$ cat src/rtl/serial_nibble_div6.sv
// Serial MSB-first nibble assembler with a running mod-6 remainder FSM.
// Emits each completed nibble, its divisible-by-6 flag and a saturating hit count.
module serial_nibble_div6 (
    input  logic       clk,
    input  logic       reset,
    input  logic       bit_in,
    input  logic       bit_valid,
    input  logic       clear,
    output logic [3:0] nibble,
    output logic       nibble_valid,
    output logic       div6,
    output logic [2:0] rem,
    output logic [7:0] hit_count
);

    typedef enum logic [2:0] {
        R0 = 3'd0,
        R1 = 3'd1,
        R2 = 3'd2,
        R3 = 3'd3,
        R4 = 3'd4,
        R5 = 3'd5
    } rem_state_t;

    rem_state_t state_reg;
    rem_state_t state_next;
    rem_state_t step_state;
    logic [1:0] cnt_reg;
    logic [3:0] shift_reg;
    logic [3:0] nibble_reg;
    logic       nibble_valid_reg;
    logic       div6_reg;
    logic [7:0] hit_count_reg;
    logic       last_bit;

    assign last_bit = (cnt_reg == 2'd3);

    // (2*state + bit_in) mod 6 for the bit currently presented.
    always_comb begin
        step_state = R0;
        case (state_reg)
            R0: step_state = bit_in ? R1 : R0;
            R1: step_state = bit_in ? R3 : R2;
            R2: step_state = bit_in ? R5 : R4;
            R3: step_state = bit_in ? R1 : R0;
            R4: step_state = bit_in ? R3 : R2;
            R5: step_state = bit_in ? R5 : R4;
            default: step_state = R0;
        endcase
    end

    // Clear wins over bit_valid; a completed nibble restarts the FSM in R0.
    always_comb begin
        state_next = state_reg;
        if (clear) begin
            state_next = R0;
        end else if (bit_valid) begin
            state_next = last_bit ? R0 : step_state;
        end
    end

    always_ff @(posedge clk) begin
        if (reset) begin
            state_reg        <= R0;
            cnt_reg          <= 2'd0;
            shift_reg        <= 4'd0;
            nibble_reg       <= 4'd0;
            nibble_valid_reg <= 1'b0;
            div6_reg         <= 1'b0;
            hit_count_reg    <= 8'd0;
        end else begin
            state_reg        <= state_next;
            nibble_valid_reg <= 1'b0;
            if (clear) begin
                cnt_reg <= 2'd0;
            end else if (bit_valid) begin
                shift_reg <= {shift_reg[2:0], bit_in};
                cnt_reg   <= cnt_reg + 2'd1;
                if (last_bit) begin
                    nibble_reg       <= {shift_reg[2:0], bit_in};
                    div6_reg         <= (step_state == R0);
                    nibble_valid_reg <= 1'b1;
                    if ((step_state == R0) && (hit_count_reg != 8'hFF)) begin
                        hit_count_reg <= hit_count_reg + 8'd1;
                    end
                end
            end
        end
    end

    assign nibble       = nibble_reg;
    assign nibble_valid = nibble_valid_reg;
    assign div6         = div6_reg;
    assign rem          = state_reg;
    assign hit_count    = hit_count_reg;

endmodule

$ cat config.mk
export PLATFORM = sky130hd
export DESIGN_NAME = serial_nibble_div6
export DESIGN_NICKNAME = d
export VERILOG_FILES = /design/src/rtl/serial_nibble_div6.sv
export SDC_FILE = /design/constraint.sdc
export NUM_CORES = 1
export LEC_CHECK = 0
export ABC_CLOCK_PERIOD_IN_PS = 4600
export BUFFER_PORTS_ARGS = -buffer_cell sky130_fd_sc_hd__buf_2
export CORE_MARGIN = 5
export CORE_UTILIZATION = 30
export DETAILED_ROUTE_END_ITERATION = 10
export PLACE_DENSITY = 0.48
export SYNTH_ARGS = -nofsm -noshare
export SYNTH_HDL_FRONTEND = slang
export SYNTH_SLANG_ARGS = --single-unit
export TNS_END_PERCENT = 5
$ cat constraint.sdc
create_clock -name clk -period 4.6 [get_ports clk]
set_input_delay 0.46 -clock clk [delete_from_list [all_inputs] [get_ports clk]]
set_output_delay 0.46 -clock clk [all_outputs]
set_load 0.01 [all_outputs]
==> flow_summary.toml <==
[run_status]
run_status = "completed"

[worst_hold_path]
hold_path.class = "input port to flip-flop"
worstHoldPathCells = 2
min_to = "cnt_reg[0]"
hp-start = "clear"

[synthesis]
yosys_warnings = 0
synth_area_um2 = 961
avgSynthCellArea_um2 = 9.15
synth_cell_types = 31
syn_nets = 112
synth_edf_count = 0
netlist_instances = 105
synth_top_cell_by_area = "dfxtp_1"
yosys.area.top_type_share_pct = 45.8
ys_top_cells_by_count = "22 x dfxtp_1, 8 x a21oi_1, 8 x nor3_1"
synth-main-ff-cell = "dfxtp_1"
async_flop_share_pct = 0
ys_ff_latch = 22
ys_seq_area_share_pct = 45.8
synth_most_common_cell = "dfxtp_1"
synth.area.top_cells = "dfxtp_1 46%, mux2i_1 6.3%, a21oi_1 4.2%, nor3_1 4.2%, o31ai_1 3.1%"

[timing]
finalSetupViolCount = 0
worst_pin_slew_ps = 1060
slew_headroom_pct = 28.5
period_minus_slack_ps = 2250
finalCritPeriodShare_pct = 48.9
final_hold_viol_count = 0
max_freq_ghz = 0.445
fin_skew_ps = 7.55
fin_tns_setup_ps = 0
slew_viol_final = 0
rsz0062_at_grt = "no"
timing.hold.ws_ps = 400

[floorplan]
dieArea_mm2 = 0.00443
die_w_um = 66.6
io_pins = 22
coreArea_mm2 = 0.00305
fp-row-count = 20
start_util_pct = 31.5
fp.dieH_um = 66.6

[detailed_routing]
drc = 0
num_vias = 826
drt-initial-drc-count = 52
postRouteAntennaNets = 0
first_pass_iters = 4
avgViaCountPerCell = 4.98
wirelength_um = 2000
drt-wirelength-per-cell_um = 12.0

[critical_path]
crit_arrival_ps = 2480
r2r-start = "cnt_reg[0]"
path_class = "flip-flop to flip-flop"
r2r_cells = 5
required_ps = 4830
r2r-end = "hit_count[5]"
regToRegSetupSlack_ps = 2350
crit_fanout = 17
worstSetupStartpointType = "flip-flop"
crit_path_end_kind = "flip-flop"

[grt]
grt_pass1_vias = 717
grt_overflow = 0
antenna_found_initial = 0
grt_usage_pct = 9.43
grt_max_degree = 22
grt_pass1_wl_um = 3250

[cts]
cts_sinks = 22
worstSkewPairLatency_ps = 300
cts_tree = "done"
ctsLongestPathBuffers = 2
htree_num_levels = 1
postCtsHoldBufs = 0
postCtsSetupRepairBufs = 0
ctsResizeCount = 0
clk_pin_slew_ps = 120
clockRootBuffer = "clkbuf_4"
cts_buffers = 3

[final_layout]
largest_reg_flops = 8
fin_nets = 131
fin_cells = 166
num-fill-cells = 337
antennaDiodeCount = 0
area_growth_pct = 15.9
drive_gt1_share_pct = 21.3

[run]
cap_violations = 0

[power]
ir_drop_v = 0.0000717
leakagePower_uw = 0.000437
powerDensity_mw_per_mm2 = 265

[placed_design]
numPortBuffers = 21
dp.cells = 163
place_congestion = 0.761
dpl.hpwl_um = 1450
-- worst max-delay path, stage by stage, from the launching register on --
cell      delay, ps
dfxtp_1         370
ha_1            300
nand3b_1        280
a211o_1         530
or4_1           560
a21oi_1         140
-- worst max-delay path by stage --
stage / start / end / slack [ps] / cells after the start
floorplan: bit_valid / hit_count[2] / 2690 / 6
global placement: clear / hit_count[5] / 2420 / 5
detailed placement: clear / hit_count[4] / 2380 / 5
CTS: cnt_reg[0] / hit_count[3] / 2340 / 5
global route: cnt_reg[0] / hit_count[3] / 2180 / 5
finish: cnt_reg[0] / hit_count[5] / 2350 / 5
-- cells by family (layout without fill, tap and decap cells) --
group / count (synthesis) / after routing / synth area share, %
muxes: 6 / 6 / 6.25
DFF: 22 / 22 / 45.8
and+or+nand+nor: 38 / 38 / 21.0
AOI/OAI and AO/OA: 25 / 25 / 18.2
buffers and inverters: 10 / 27 / 4.30
adders and majority gates: 2 / 2 / 2.60
xor gates and xnor gates: 2 / 2 / 1.82
-- cell usage in the layout, fill, tap and decap left out --
cell type,instances
xnor2_1,2
or4b_2,1
mux2i_1,6
ha_1,2
inv_1,3
o41ai_1,2
o21a_1,2
and4_1,1
nand3b_1,1
nor3b_1,1
nor3_1,8
o31ai_1,4
buf_2,21
a2bb2oi_1,1
a21oi_1,8
nand3_1,5
o221a_2,1
dfxtp_1,22
or3_1,2
a211o_1,1
o311ai_0,2
or4_1,3
nand2_1,7
nor2b_1,2
clkbuf_4,3
a32oi_1,1
a21boi_0,1
o21ai_0,2
nand4_1,1
nor2_1,6
-- where the power goes --
part,total (uW),internal [uW],switching [uW]
Combinational,15.3,6.15,9.12
Clock,86.5,30.5,56.1
Sequential,194,192,1.44
-- final cells by class --
class	instances	area, um2	area share, %
multi-input cells	73	479	43.0
flip-flops and latches	22	440	39.6
repair buffers	21	105	9.44
well taps	44	55.1	4.94
clock buffers	3	22.5	2.02
inverters	3	11.3	1.01
-- per-stage QoR --
step	utilization, %	power, uW	setup slack (ps)	cell area, um2
floorplan	-	209	2690	961
global placement	35.7	213	2420	1090
detailed placement	35.7	213	2380	1090
CTS	36.5	298	2340	1110
global route	36.5	306	2180	1110
finish	36.5	295	2350	1110
-- metal layers --
metal | wire length, um | global-route usage (%) | vias up
met5 | 0 | 0 | -
met4 | 18 | 3.81 | 0
met3 | 106 | 2.53 | 2
met2 | 880 | 15.1 | 15
met1 | 994 | 11.9 | 385
li1 | - | - | 424
No activity file was read; power rests on OpenSTA's default activity.
